===== config.mk =====
export PLATFORM = sky130hd
export DESIGN_NAME = pangya_cursor
export DESIGN_NICKNAME = d
export VERILOG_FILES = /design/src/rtl/pangya_cursor.sv
export SDC_FILE = /design/constraint.sdc
export NUM_CORES = 1
export LEC_CHECK = 0
export BUFFER_PORTS_ARGS = -buffer_cell sky130_fd_sc_hd__buf_2
export CAP_MARGIN = 10
export CORE_ASPECT_RATIO = 0.75
export CORE_MARGIN = 4
export CORE_UTILIZATION = 38
export CTS_BUF_LIST = sky130_fd_sc_hd__clkbuf_4
export CTS_CLUSTER_SIZE = 12
export DETAILED_ROUTE_END_ITERATION = 16
export GPL_TIMING_DRIVEN = 0
export PLACE_DENSITY = 0.6
export SETUP_SLACK_MARGIN = 0.02
export SLEW_MARGIN = 20
export SYNTH_ARGS = -nofsm -noshare
export SYNTH_HDL_FRONTEND = slang
export SYNTH_SLANG_ARGS = --single-unit

===== constraint.sdc =====
create_clock -name Pclk -period 7.8 [get_ports Pclk]
set_input_delay 0.39 -clock Pclk [delete_from_list [all_inputs] [get_ports Pclk]]
set_output_delay 0.39 -clock Pclk [all_outputs]
set_load 0.01 [all_outputs]

===== src/rtl/pangya_cursor.sv =====
// pangya_cursor: power-bar timing cursor; sweeps once per frame tick, latches the zone on a hit, draws an overlay
module pangya_cursor #(
  parameter int LEFT        = 221,
  parameter int RIGHT       = 379,
  parameter int SPEED       = 2,
  parameter int TICK_LINE   = 481,
  parameter int MAX_PASSES  = 4,
  parameter int HOLD_FRAMES = 60
) (
  input  logic        Pclk,
  input  logic        rst_n,
  input  logic [9:0]  xx,
  input  logic [9:0]  yy,
  input  logic        aactive,
  input  logic        start,
  input  logic        hit,
  output logic        cursorOn,
  output logic [11:0] cursor_color,
  output logic [9:0]  cursor_x,
  output logic [1:0]  result,
  output logic        result_valid,
  output logic        busy
);
  localparam int PW = $clog2(MAX_PASSES + 1);
  localparam int HW = $clog2(HOLD_FRAMES + 1);

  typedef enum logic [1:0] {IDLE, SWEEP, HOLD} state_t;

  state_t        state, state_n;
  logic          tick, h1, h2, h3, hit_edge;
  logic          dir, dir_n;
  logic [PW-1:0] passes, passes_n;
  logic [HW-1:0] hold_cnt, hold_n;
  logic [9:0]    cx_n;
  logic [1:0]    res_n, zone;
  logic          rv_n, on;
  logic [10:0]   up, dn;

  assign hit_edge = h2 & ~h3;
  assign busy     = state != IDLE;
  assign up       = {1'b0, cursor_x} + 11'(SPEED);
  assign dn       = {1'b0, cursor_x} - 11'(SPEED);
  assign zone     = (cursor_x >= 10'd291 && cursor_x <= 10'd309) ? 2'd3 :
                    (cursor_x >= 10'd261 && cursor_x <= 10'd339) ? 2'd2 :
                    (cursor_x >= 10'd221 && cursor_x <= 10'd379) ? 2'd1 : 2'd0;
  assign on       = aactive && state != IDLE &&
                    ({1'b0, xx} + 11'd1 >= {1'b0, cursor_x}) &&
                    ({1'b0, xx} <= {1'b0, cursor_x} + 11'd1) &&
                    yy >= 10'd296 && yy <= 10'd310;

  // frame tick and hit synchronizer with rising-edge history
  always_ff @(posedge Pclk or negedge rst_n) begin
    if (!rst_n) begin
      tick <= 1'b0;
      h1   <= 1'b0;
      h2   <= 1'b0;
      h3   <= 1'b0;
    end else begin
      tick <= xx == 10'd0 && yy == 10'(TICK_LINE);
      h1   <= hit;
      h2   <= h1;
      h3   <= h2;
    end
  end

  // FSM and cursor state registers
  always_ff @(posedge Pclk or negedge rst_n) begin
    if (!rst_n) begin
      state        <= IDLE;
      cursor_x     <= 10'(LEFT);
      dir          <= 1'b0;
      passes       <= '0;
      hold_cnt     <= '0;
      result       <= 2'd0;
      result_valid <= 1'b0;
    end else begin
      state        <= state_n;
      cursor_x     <= cx_n;
      dir          <= dir_n;
      passes       <= passes_n;
      hold_cnt     <= hold_n;
      result       <= res_n;
      result_valid <= rv_n;
    end
  end

  // next state: sweep stepping with end clamping, hit/miss capture, hold countdown
  always_comb begin
    state_n  = state;
    cx_n     = cursor_x;
    dir_n    = dir;
    passes_n = passes;
    hold_n   = hold_cnt;
    res_n    = result;
    rv_n     = 1'b0;
    case (state)
      IDLE: begin
        cx_n = 10'(LEFT);
        if (start) begin
          state_n  = SWEEP;
          dir_n    = 1'b0;
          passes_n = '0;
        end
      end
      SWEEP: begin
        if (hit_edge || passes == PW'(MAX_PASSES)) begin
          res_n   = hit_edge ? zone : 2'd0;
          rv_n    = 1'b1;
          state_n = HOLD;
          hold_n  = '0;
        end else if (tick && !dir) begin
          cx_n     = (up >= 11'(RIGHT)) ? 10'(RIGHT) : up[9:0];
          dir_n    = up >= 11'(RIGHT);
          passes_n = (up >= 11'(RIGHT)) ? passes + 1'b1 : passes;
        end else if (tick) begin
          cx_n     = ({1'b0, cursor_x} <= 11'(LEFT + SPEED)) ? 10'(LEFT) : dn[9:0];
          dir_n    = !({1'b0, cursor_x} <= 11'(LEFT + SPEED));
          passes_n = ({1'b0, cursor_x} <= 11'(LEFT + SPEED)) ? passes + 1'b1 : passes;
        end
      end
      HOLD: begin
        if (tick && hold_cnt == HW'(HOLD_FRAMES - 1)) begin
          state_n = IDLE;
          cx_n    = 10'(LEFT);
          hold_n  = '0;
        end else if (tick) begin
          hold_n = hold_cnt + 1'b1;
        end
      end
      default: state_n = IDLE;
    endcase
  end

  // registered overlay, one cycle behind the pixel coordinates like the bar
  always_ff @(posedge Pclk or negedge rst_n) begin
    if (!rst_n) begin
      cursorOn     <= 1'b0;
      cursor_color <= 12'h000;
    end else begin
      cursorOn     <= on;
      cursor_color <= on ? ((state == SWEEP) ? 12'hFFF : 12'h00F) : 12'h000;
    end
  end
endmodule


# Yosys cells after proc, flatten, opt, wreduce, memory -nomap -nowiden
# Cells that the tools add are included.
dict set report word_totals {
  reg_bits 42
  input_bits 25
  out_inout_bits 27
  elab_cells 107
}
dict set report op_classes {
  add_sub_neg 6
  n_lt_le_gt_ge 12
  n_eq_ne 13
  mux 35
  bitwise 2
  reduce_logical 26
}
# op n
set op_table {}
lappend op_table {{$mux 10} 6}
lappend op_table {{$le 10x9->1 const B} 4}
lappend op_table {{$ge 10x9->1 const B} 3}
lappend op_table {{$pmux 10 s3} 1}
lappend op_table {{$mux 12} 2}
lappend op_table {{$add 10x1->11 const B} 2}
lappend op_table {{$mux 3} 6}
lappend op_table {{$mux 6} 3}
lappend op_table {{$mux 2} 6}
lappend op_table {{$ne 3x3->1 const B} 4}
lappend op_table {{$pmux 6 s2} 1}
lappend op_table {{$add 10x2->11 const B} 1}
lappend op_table {{$ge 11x10->1} 1}
lappend op_table {{$ge 11x9->1 const B} 1}
lappend op_table {{$le 10x11->1} 1}
lappend op_table {{$logic_and 1x1->1} 11}
lappend op_table {{$eq 10x9->1 const B} 1}
lappend op_table {{$ge 10x8->1 const B} 1}
lappend op_table {{$le 10x8->1 const B} 1}
lappend op_table {{$logic_not 10->1} 1}
lappend op_table {{$sub 10x2->10 const B} 1}
lappend op_table {{$ne 2x2->1 const B} 4}
lappend op_table {{$reduce_and 4->1} 2}
lappend op_table {{$mux 1} 7}
lappend op_table {{19 further kinds} 23}

# Logic depth before layout (Yosys ltp)
# Gate-level depths: netlist (run 1).
dict set report depth {
  word_depth 7
  ltp_mapped 11
  ltp_nobuf 10
}

# Worst setup path after synthesis (run 1)
# Ideal clock, no wire load.
dict set report synth_path {
  path_kind {reg2reg}
  startpoint {register cursor_x[2]}
  endpoint {register passes[0]}
  setup_time_ns 0.125
  arrival_time_ns 2.554
  required_ns 7.675
  setup_slack_ns 5.121
  path_stages_with_launch 10
  n_path_buf 1
  period_less_slack_ns 2.679
  path_cell_list {dfstp_2 buf_1 inv_1 ha_1 a211oi_1 nor4_1 a211oi_1 or3b_1 and3_4 mux2_4}
}
dict set report synth_between {
  elab_chain_cells 4
  elab_cells_between_ends 6
  cone_classes {add/sub (1); order compare (2); eq/ne (2); reduce/logical (1)}
}
# item line_no
set synth_lines {}
lappend synth_lines {{from (decl)} 19} ;# output logic [9:0] cursor_x,
lappend synth_lines {{from (signal assigned)} 70} ;# cursor_x <= 10'(LEFT);
lappend synth_lines {{from (signal assigned)} 78} ;# cursor_x <= cx_n;
lappend synth_lines {{$add 10x2->11} 41} ;# assign up = {1'b0, cursor_x} + 11'(SPEED);
lappend synth_lines {{$ge 11x9->1} 114} ;# passes_n = (up >= 11'(RIGHT)) ? passes + 1'b1 : passes;
lappend synth_lines {{$ne 3x3->1 (no line)} -}
lappend synth_lines {{$reduce_and 6->1 (no line) (*)} -}
lappend synth_lines {{to (signal assigned)} 80} ;# passes <= passes_n;
lappend synth_lines {{to (decl)} 32} ;# logic [PW-1:0] passes, passes_n;
# Every way passes the cells marked *; elsewhere a longest branch is shown, timed or not.
# A chain may end at the register's enable or synchronous reset.

# Worst setup path in the final report (run 1)
dict set report layout_path {
  startpoint {register cursor_x[2]}
  endpoint {register cursor_x[7]}
}
dict set report layout_between {
  elab_chain_cells 6
  elab_cells_between_ends 10
  cone_classes {add/sub (2); order compare (2); mux (6)}
}
# item line_no
set layout_lines {}
lappend layout_lines {{$add 10x2->11 (tied with other cells)} 41}
lappend layout_lines {{$ge 11x9->1 or $mux 10 (tied branches)} {112, 116}}
lappend layout_lines {{$mux 10, on equally long branches} {112, 115}}
lappend layout_lines {{$mux 10 (*)} 111} ;# end else if (tick && !dir) begin
lappend layout_lines {{$mux 10 (*)} 106} ;# if (hit_edge || passes == PW'(MAX_PASSES)) begin
lappend layout_lines {{$pmux 10 s3 (*)} 96} ;# case (state)
# Every way passes the cells marked *; elsewhere a longest branch is shown, timed or not. The select of a mux whose other input is x is not followed.

==> results_dict.tcl, run 1 <==
set metrics [dict create \
    place.gp.congestion 0.871 \
    vias 2716 \
    antenna_found_initial 0 \
    crit_required_ns 8.06 \
    first_global_vias 2453 \
    setup_violations 0 \
    ys_dominant_reg_cell "dfrtp_1" \
    yosys.cell_types.count 57 \
    seq_area_frac_synth 0.276 \
    p_leak_nw 1.52 \
    grt_first_pass_wirelength_um 12500 \
    slowest_delay_ns 0.60 \
    syn2layout_area_growth_pct 15.2 \
    syn_nets 398 \
    port_buffers 51 \
    htreeDepth 2 \
    cp-end-kind "register" \
    cp.arrival_ns 3.54 \
    synth_top_family_by_area "simple AND/OR/NAND/NOR gates" \
    final.period_utilization 0.420 \
    start_util 0.404 \
    die_h_um 82.8 \
    setup_tns_ns 0 \
    min_period_ns 3.28 \
    ys_warn_count 0 \
    maxSlewViolCount 0 \
    cp_max_fo 10 \
    ys_ff_latch 31 \
    hpwlAfterDp_um 6100 \
    synthAdderAreaFrac 0.141 \
    rows 26 \
    drt_first_pass_iters 5 \
    yosys.area.top_type_share 0.220 \
    initialDrtViolationCount 163 \
    clk_pin_slew_ns 0.10 \
    syn_area_mm2 0.00284 \
    track_usage 0.173 \
    crit_chain "buf_1 > inv_1 > ha_1 > a211oi_1 > nor4_1 > a211oi_1 > o211ai_1 > buf_4 > o221a_2 > a21oi_1" \
    cts_resized 0 \
    critPathBufInv 3 \
    min_path_type "primary input to asynchronous set/reset pin" \
    yosys.area_share.simple 0.236 \
    synth_compound_area_frac 0.185 \
    tightestPinTransition_ns 0.694 \
    p_per_area_mw_per_mm2 171 \
    die_w_um 108 \
    grt-ovfl-total 0 \
    wl_um 7590 \
    pin_count 52 \
    core-area_mm2 0.00703 \
    cap_violations 0 \
    routed_via_density 5.45 \
    cp_num_cells 10 \
    async_reset_ff_frac 1.00 \
    post-place-ws_ns 4.64 \
    synth_mux_area_frac 0.0163 \
    hold_buffers 0 \
    wl_per_cell_um 15.2 \
    synth_area_leaders "dfrtp_1 22%, ha_1 14%, dfstp_2 5.6%, xnor2_1 5.6%, buf_4 4.0%" \
    cpMaxStageDelayCell "dfstp_2" \
    status "finished, final reports clean" \
    synth_edf_count 0 \
    num_antenna_cells 0 \
    drc_errors 0 \
    fin_skew_ns 0.00469 \
    crit_family "compound AO/OA/AOI/OAI gates" \
    synth-xor-area-share 0.0648 \
    cts_tree "yes" \
    syn_avg_cell_area_um2 8.32 \
    crit_type "register to register" \
    ant_nets 0 \
    drive_gt1_frac 0.230 \
    grt_max_degree 32 \
    clock-sinks 31 \
    start_kind "register" \
    clockBufferDepth 2 \
    final_nets 456 \
    cts_buffers 5 \
    clk_latency_ns 0.33 \
    relSlewSlack 0.537 \
    rsz0062_at_grt "false" \
    r2r_cells 10 \
    post_cts_buffers 0 \
    die-area_mm2 0.00893 \
    setup_slack_ns 4.52 \
    ir_worst_vdd_v 0.000126 \
    synth.largest_area_cell "dfrtp_1" \
    fmaxAchievable_mhz 305 \
    finish.utilization 0.465 \
    hold_viol 0 \
    clockRootBuffer "clkbuf_4" \
    crit_top_cell "a211oi_1" \
    p_total_w 0.000561 \
    synthCells 341 \
]
-- report_power, final --
group,internal (W),switching (W)
sequential,0.000187,0.0000249
clock,0.0000373,0.0000584
combinational,0.000101,0.000152
total,0.000325,0.000235
-- path summary, 6_finish.rpt --
| check | start | end | slack, ns |
|---|---|---|---|
| worst max-delay path | cursor_x[2]$_DFFE_PN1P_ | cursor_x[7]$_DFFE_PN1P_ | 4.52 |
| min in group Pclk | hit | h1$_DFF_PN0_ | 0.16 |
| worst min-delay path | rst_n | passes[0]$_DFFE_PN0P_ | 0.09 |
| max in group asynchronous | rst_n | cursor_x[1]$_DFFE_PN0P_ | 7.26 |
| worst min register to register | h1$_DFF_PN0_ | h2$_DFF_PN0_ | 0.36 |
| worst max register to register | cursor_x[2]$_DFFE_PN1P_ | cursor_x[7]$_DFFE_PN1P_ | 4.52 |
-- cells in the mapped netlist, types with 3 or more instances --
master,instances
and3_1,4
nand4_1,10
nor3_1,12
o21ai_0,20
a21o_1,6
o22ai_1,3
xor2_1,3
buf_4,15
nor2_1,22
a32o_1,3
nand2b_1,6
nand3_1,18
xnor2_1,18
a21oi_1,22
nor2b_1,6
inv_1,21
dfstp_2,6
nor4_1,8
a31oi_1,4
nand2_1,27
clkbuf_1,3
o32ai_1,3
dfrtp_1,25
o211ai_1,4
ha_1,32
-- final cells by class --
| class | instances | area [µm²] |
|---|---|---|
| clock buffers | 6 | 45.0 |
| fillers | 731 | 3760 |
| multi-input cells | 265 | 1830 |
| clock inverters | 2 | 8.76 |
| inverters | 24 | 90.1 |
| repair buffers | 51 | 255 |
| well taps | 98 | 123 |
| flip-flops and latches | 31 | 783 |
| plain buffers | 21 | 138 |
-- cell usage in the layout, fill, tap and decap left out, types with 12 or more instances in the layout --
master / n
buf_2: 53
ha_1: 32
nand2_1: 27
dfrtp_1: 25
nor2_1: 22
a21oi_1: 22
inv_1: 21
o21ai_0: 20
nand3_1: 18
xnor2_1: 18
buf_4: 15
nor3_1: 12
-- per-layer routing --
layer / wire length, µm / share of wire / global-route usage / vias to the layer above
li1: - / - / - / 1350
met1: 4020 / 0.53 / 0.285 / 1239
met2: 2820 / 0.37 / 0.223 / 120
met3: 683 / 0.090 / 0.0442 / 7
met4: 55 / 0.0073 / 0.0321 / 0
met5: 0 / 0 / 0 / -
-- kinds of logic (layout without fill, tap and decap cells) --
group | count (synthesis) | in the layout
AOI/OAI and AO/OA | 81 | 81
adders and majority gates | 32 | 32
buffers and inverters | 45 | 104
xor gates and xnor gates | 21 | 21
DFF | 31 | 31
muxes | 4 | 4
and+or+nand+nor | 127 | 127
-- state kept, by name, summed over array words and instances, names as in the netlist --
| register | cells |
|---|---|
| dir | 1 |
| hold_cnt | 6 |
| cursor_x | 10 |
| passes | 3 |
| tick | 1 |
| cursor_color | 2 |
| h2 | 1 |
| result | 2 |
| state | 2 |
| h1 | 1 |
| result_valid | 1 |
| h3 | 1 |
-- per-stage QoR --
stage | hold WS, ns | instance area [µm²] | instances
2_1_floorplan | 0.0944 | 2840 | 341
6_report | 0.0910 | 3270 | 498
3_5_place_dp | 0.335 | 3220 | 490
3_3_place_gp | 0.335 | 3220 | 490
4_1_cts | 0.109 | 3270 | 498
5_1_grt | 0.123 | 3270 | 498
No activity file was read; power rests on OpenSTA's default activity.
==> run 2: changes to the inputs <==
clock period = 3.4 ns   (was 7.8 ns; I/O delays follow)
==> run 2 against run 1 <==
  * Worst setup slack got worse by 4.1 ns
  * Clock skew decreased by 0.0014 ns
  * Critical path type unchanged
  * Critical path depth decreased by 1
  * Sequential share of layout area decreased by 0.12 points
==> results_dict.tcl, run 2 (synthesis gave the netlist of run 1 again) <==
set metrics [dict create \
    antenna_found_initial 0 \
    clockRootBuffer "clkbuf_4" \
    ir_worst_vdd_v 0.000289 \
    drc_errors 0 \
    seq_area_um2 783 \
    tightestPinTransition_ns 0.698 \
    setup_slack_ns 0.462 \
    post-place-ws_ns 0.239 \
    wl_per_cell_um 15.2 \
    initialDrtViolationCount 199 \
    p_leak_nw 1.53 \
    cp_max_fo 15 \
    hold_viol 0 \
    final_nets 457 \
    crit_required_ns 3.66 \
    critPathBufInv 2 \
    largest_reg_flops 10 \
    grt_first_pass_wirelength_um 12500 \
    clockBufferDepth 2 \
    die_h_um 82.8 \
    drive_gt1_frac 0.229 \
    rows 26 \
    start_kind "register" \
    htreeDepth 2 \
    min_period_ns 2.94 \
    top_regs "cursor_x: 10 flops, hold_cnt: 6 flops, passes: 3 flops" \
    port_buffers 51 \
    design_area_mm2 0.00329 \
    cpMaxStageDelayCell "dfstp_2" \
    vias 2683 \
    slowest_delay_ns 0.72 \
    p_seq_frac 0.378 \
    ant_nets 0 \
    routed_via_density 5.38 \
    clk_pin_slew_ns 0.10 \
    syn2layout_area_growth_pct 15.8 \
    wl_um 7580 \
    fmaxAchievable_mhz 340 \
    p_total_w 0.00129 \
    drt_first_pass_iters 4 \
    status "finished, final reports clean" \
    die_w_um 108 \
    p_per_area_mw_per_mm2 392 \
    p_sw_w 0.000541 \
    crit_top_cell "a211oi_1" \
    crit_type "register to register" \
    cts_tree "yes" \
    hpwlAfterDp_um 6100 \
    fin_skew_ns 0.00334 \
    clk_latency_ns 0.33 \
    intPower_w 0.000748 \
    clockPowerShare 0.170 \
    p_sw_frac 0.420 \
    pin_count 52 \
    cts_buffers 5 \
    first_global_vias 2456 \
    grt_max_degree 32 \
    multiInputGateArea_mm2 0.00183 \
    clock-sinks 31 \
    comb_power_share 0.452 \
    dpl-instance-area_mm2 0.00322 \
    num_antenna_cells 0 \
    final.period_utilization 0.864 \
    finish.utilization 0.468 \
    crit_family "compound AO/OA/AOI/OAI gates" \
    place.gp.congestion 0.871 \
    core-area_mm2 0.00703 \
    regMostFlops "cursor_x" \
    die-area_mm2 0.00893 \
    final_common_cell "buf_2" \
    cp.arrival_ns 3.20 \
    start_util 0.404 \
    rsz0062_at_grt "false" \
    crit_chain "inv_1 > ha_1 > a211oi_1 > nor4_1 > a211oi_1 > o211ai_1 > buf_4 > o221a_2 > a21oi_1" \
    min_path_type "primary input to register" \
    n_fill_cell 728 \
    cp-end-kind "register" \
    cap_violations 0 \
    relSlewSlack 0.535 \
    final_cell_mix "53 x buf_2, 32 x ha_1, 27 x nand2_1" \
    setup_tns_ns 0 \
    maxSlewViolCount 0 \
    track_usage 0.173 \
    setup_violations 0 \
    grt-ovfl-total 0 \
]
==> run 2: cell count changes in the layout (fill, tap and decap cells not counted), sizes merged <==
cell and change:
dlygate4sd3 +2, buf -1
==> run 2: layout make-up <==
class                   count  area share
multi-input cells         265       0.556
inverters                  24      0.0274
plain buffers              20      0.0407
repair buffers             53      0.0838
clock inverters             2     0.00267
flip-flops and latches     31       0.238
well taps                  98      0.0373
clock buffers               6      0.0137
==> run 2: routing by layer <==
layer	wire length, µm	up-vias	global-route usage	part of all wire
li1	-	1351	-	-
met1	4000	1219	0.286	0.53
met2	2820	109	0.223	0.37
met3	727	4	0.0434	0.096
met4	36	0	0.0321	0.0047
met5	0	-	0	0
==> run 2: through the flow <==
step | std cells | hold WS (ns)
global placement | 490 | 0.250
global route | 499 | 0.0655
finish | 499 | 0.0780
detailed placement | 490 | 0.262
floorplan | 341 | -0.126
CTS | 500 | 0.0705
==> run 2: worst paths after layout <==
kind                                    startpoint                      end  slack [ns]  cells after the start
min                                          yy[7]           tick$_DFF_PN0_        0.08                      3
max                        cursor_x[2]$_DFFE_PN1P_  cursor_x[7]$_DFFE_PN1P_        0.46                      9
max in group asynchronous                    rst_n  cursor_x[1]$_DFFE_PN0P_        2.53                      2
min in group asynchronous                    rst_n    passes[0]$_DFFE_PN0P_        0.42                      2
max reg2reg                cursor_x[2]$_DFFE_PN1P_  cursor_x[7]$_DFFE_PN1P_        0.46                      9
min reg2reg                           h1$_DFF_PN0_             h2$_DFF_PN0_        0.36                      0
==> run 2: worst register-to-register path: stages, from the launching register on <==
cell and delay [ns]:
dfstp_2 0.72, inv_1 0.17, ha_1 0.34, a211oi_1 0.26, nor4_1 0.10, a211oi_1 0.42
o211ai_1 0.21, buf_4 0.25, o221a_2 0.28, a21oi_1 0.13
==> run 2: timing repair <==
item                                    4_1_cts  5_1_grt
endpoints found under the setup margin        0        7
endpoints found under the hold margin        26        0
hold buffers                                  2        0
gates resized for setup                       0        0
setup buffers                                 0        0
==> run 2: power by group through the flow <==
stage	Combinational [W]	Clock, W	Sequential [W]
3_3_place_gp	0.000577	0	0.000491
4_1_cts	0.000583	0.000226	0.000485
3_5_place_dp	0.000577	0	0.000492
2_1_floorplan	0.000396	0	0.000490
6_report	0.000583	0.000219	0.000487
5_1_grt	0.000653	0.000248	0.000495
==> run 3: changes to the inputs <==
ABC_AREA = 1   (was default)
CTS_CLUSTER_SIZE = 28   (was 12)
TNS_END_PERCENT = 20   (was default)
==> run 3 against run 2 <==
  * Clock skew increased by 0.0092 ns
  * Sequential cell count unchanged
  * Via count up 13%
  * Non-clock buffer count fell by 3
  * Cell count grew 21%
  * Routed wire length up 5.3%
  * Count of clock-buffer cells in the layout is the same
  * Critical endpoint is now cursor_color[3]$_DFF_PN0_
==> results_dict.tcl, run 3 <==
set metrics [dict create \
    rows 27 \
    die_h_um 85.2 \
    min_path_type "primary input to register" \
    initialDrtViolationCount 260 \
    port_buffers 51 \
    cap_violations 0 \
    cts_tree "yes" \
    synthCells 442 \
    ant_nets 0 \
    ir_worst_vdd_v 0.000163 \
    p_sw_frac 0.402 \
    start_kind "register" \
    wl_per_cell_um 13.2 \
    wl_um 7990 \
    whs_ns 0.0644 \
    placed_cells 594 \
    core-area_mm2 0.00753 \
    cpMaxStageDelayCell "dfstp_2" \
    slowest_delay_ns 0.60 \
    clk_latency_ns 0.33 \
    drt_first_pass_iters 5 \
    p_per_area_mw_per_mm2 293 \
    pin_count 52 \
    clockPowerShare 0.209 \
    antenna_found_initial 0 \
    clockBufferDepth 2 \
    p_leak_nw 1.90 \
    tightestPinTransition_ns 0.685 \
    fin_skew_ns 0.0126 \
    cts_resized 0 \
    hold_buffers 3 \
    routed_via_density 5.01 \
    maxSlewViolCount 0 \
    track_usage 0.170 \
    clock-sinks 31 \
    cp.arrival_ns 2.88 \
    yosys.cell_types.count 37 \
    seq_area_frac_synth 0.260 \
    first_global_vias 2798 \
    grt_first_pass_wirelength_um 13300 \
    intPower_w 0.000609 \
    vias 3032 \
    syn_avg_cell_area_um2 6.83 \
    drive_gt1_frac 0.190 \
    min_period_ns 2.66 \
    place.gp.congestion 0.914 \
    ys_ff_latch 31 \
    setup_violations 0 \
    relSlewSlack 0.543 \
    synth_edf_count 0 \
    hpwlAfterDp_um 6450 \
    synth_area_leaders "dfrtp_1 21%, ha_1 13%, nand2_1 12%, inv_1 8.6%, nor2_1 5.3%" \
    final_common_cell "nand2_1" \
    crit_required_ns 3.62 \
    finish.utilization 0.462 \
    top_regs "cursor_x: 10 flops, hold_cnt: 6 flops, passes: 3 flops" \
    crit_chain "buf_6 > nand2_1 > nor2_1 > nand2_1 > nor3_1 > xor2_1 > ha_1 > and3_1 > nand4_1 > o21ai_0 > a21oi_1 > nor3_1 > nand2_1 > inv_1" \
    die_w_um 111 \
    syn_nets 499 \
    cp-end-kind "register" \
    regMostFlops "cursor_x" \
    final_nets 560 \
    setup_slack_ns 0.744 \
    num_antenna_cells 0 \
    post_cts_buffers 0 \
    setup_tns_ns 0 \
    fmaxAchievable_mhz 376 \
    critPathBufInv 2 \
    crit_top_cell "nand2_1" \
    comb_power_share 0.359 \
    die-area_mm2 0.00945 \
    ys_dominant_reg_cell "dfrtp_1" \
    async_reset_ff_frac 1.00 \
    clk_pin_slew_ns 0.10 \
    syn_area_mm2 0.00302 \
    synthTopCellsByCount "94 x nand2_1, 69 x inv_1, 43 x nor2_1, 32 x ha_1, 28 x o21ai_0" \
    p_sw_w 0.000410 \
    crit_type "register to register" \
    hold_viol 0 \
    post-place-ws_ns 0.767 \
    synth.largest_area_cell "dfrtp_1" \
    grt_max_degree 32 \
    status "finished, final reports clean" \
    largest_reg_flops 10 \
    start_util 0.401 \
    cp_max_fo 10 \
    p_seq_frac 0.432 \
    n_fill_cell 781 \
    final_cell_mix "94 x nand2_1, 69 x inv_1, 51 x buf_2" \
    ys_warn_count 0 \
    stdcell_count 605 \
    yosys.area.top_type_share 0.207 \
    grt-ovfl-total 0 \
    rsz0062_at_grt "false" \
    yosysMostFrequentCell "nand2_1" \
    crit_family "simple AND/OR/NAND/NOR gates" \
    htreeDepth 2 \
    clockRootBuffer "clkbuf_4" \
    cts_buffers 5 \
    final.period_utilization 0.781 \
    drc_errors 0 \
    syn2layout_area_growth_pct 15.4 \
]
==> run 3: cell count changes after synthesis, moves of 5 or more <==
cell / change
nand2_1: +67
inv_1: +48
nor2_1: +21
xnor2_1: -14
xor2_1: +9
o21ai_0: +8
nand3_1: +7
nand2_2: +6
nand2b_1: -6
nor2b_1: -6
a21o_1: -5
==> run 3: cell families after synthesis <==
family	count (synthesis)	synth area share
buf+inv	91	0.137
fa+ha+maj	32	0.133
flops	31	0.260
xor+xnor	16	0.0464
simple gates	209	0.311
compound gates	63	0.114
==> run 3: path summary, 6_finish.rpt <==
check | startpoint | endpoint | slack, ns | cells past startpoint
hold reg to reg | h1$_DFF_PN0_ | h2$_DFF_PN0_ | 0.36 | 0
setup / recovery | cursor_x[3]$_DFFE_PN1P_ | cursor_color[3]$_DFF_PN0_ | 0.74 | 14
setup reg to reg | cursor_x[3]$_DFFE_PN1P_ | cursor_color[3]$_DFF_PN0_ | 0.74 | 14
min in group asynchronous | rst_n | cursor_x[1]$_DFFE_PN0P_ | 0.40 | 2
hold / removal | yy[6] | tick$_DFF_PN0_ | 0.06 | 3
max in group asynchronous | rst_n | cursor_color[3]$_DFF_PN0_ | 2.55 | 2
==> run 3: area by class of cell <==
type | count | area [µm²] | area share
Buffer | 16 | 131 | 0.0377
Clock buffer | 6 | 45.0 | 0.0129
Clock inverter | 2 | 7.51 | 0.00216
Inverter | 75 | 282 | 0.0808
Multi-Input combinational cell | 320 | 1820 | 0.523
Sequential cell | 31 | 783 | 0.225
Tap cell | 101 | 126 | 0.0363
Timing Repair Buffer | 54 | 285 | 0.0819
==> run 3: routing by layer <==
metal / up-vias / GRT usage / part of all wire
met5: - / 0 / 0
met4: 0 / 0.0280 / 0.0095
met3: 10 / 0.0435 / 0.080
met2: 114 / 0.249 / 0.40
met1: 1359 / 0.253 / 0.51
li1: 1549 / - / -
==> run 3: power groups by stage <==
stage	Sequential, W	Clock (W)	Combinational (W)
after detailed placement	0.000446	0	0.000367
final	0.000440	0.000212	0.000366
after global placement	0.000445	0	0.000363
after CTS	0.000439	0.000224	0.000371
after floorplan	0.000446	0	0.000239
after global routing	0.000444	0.000239	0.000424
==> run 3: tightest hold or removal path, stage by stage <==
cell and delay, ns:
buf_2 0.10, nand2_1 0.05, nor4_1 0.04
==> run 3: per-stage QoR <==
stage	power (W)	area (µm²)
4_1_cts	0.00103	3480
3_3_place_gp	0.000808	3400
6_report	0.00102	3480
3_5_place_dp	0.000813	3400
5_1_grt	0.00111	3480
2_1_floorplan	0.000684	3020
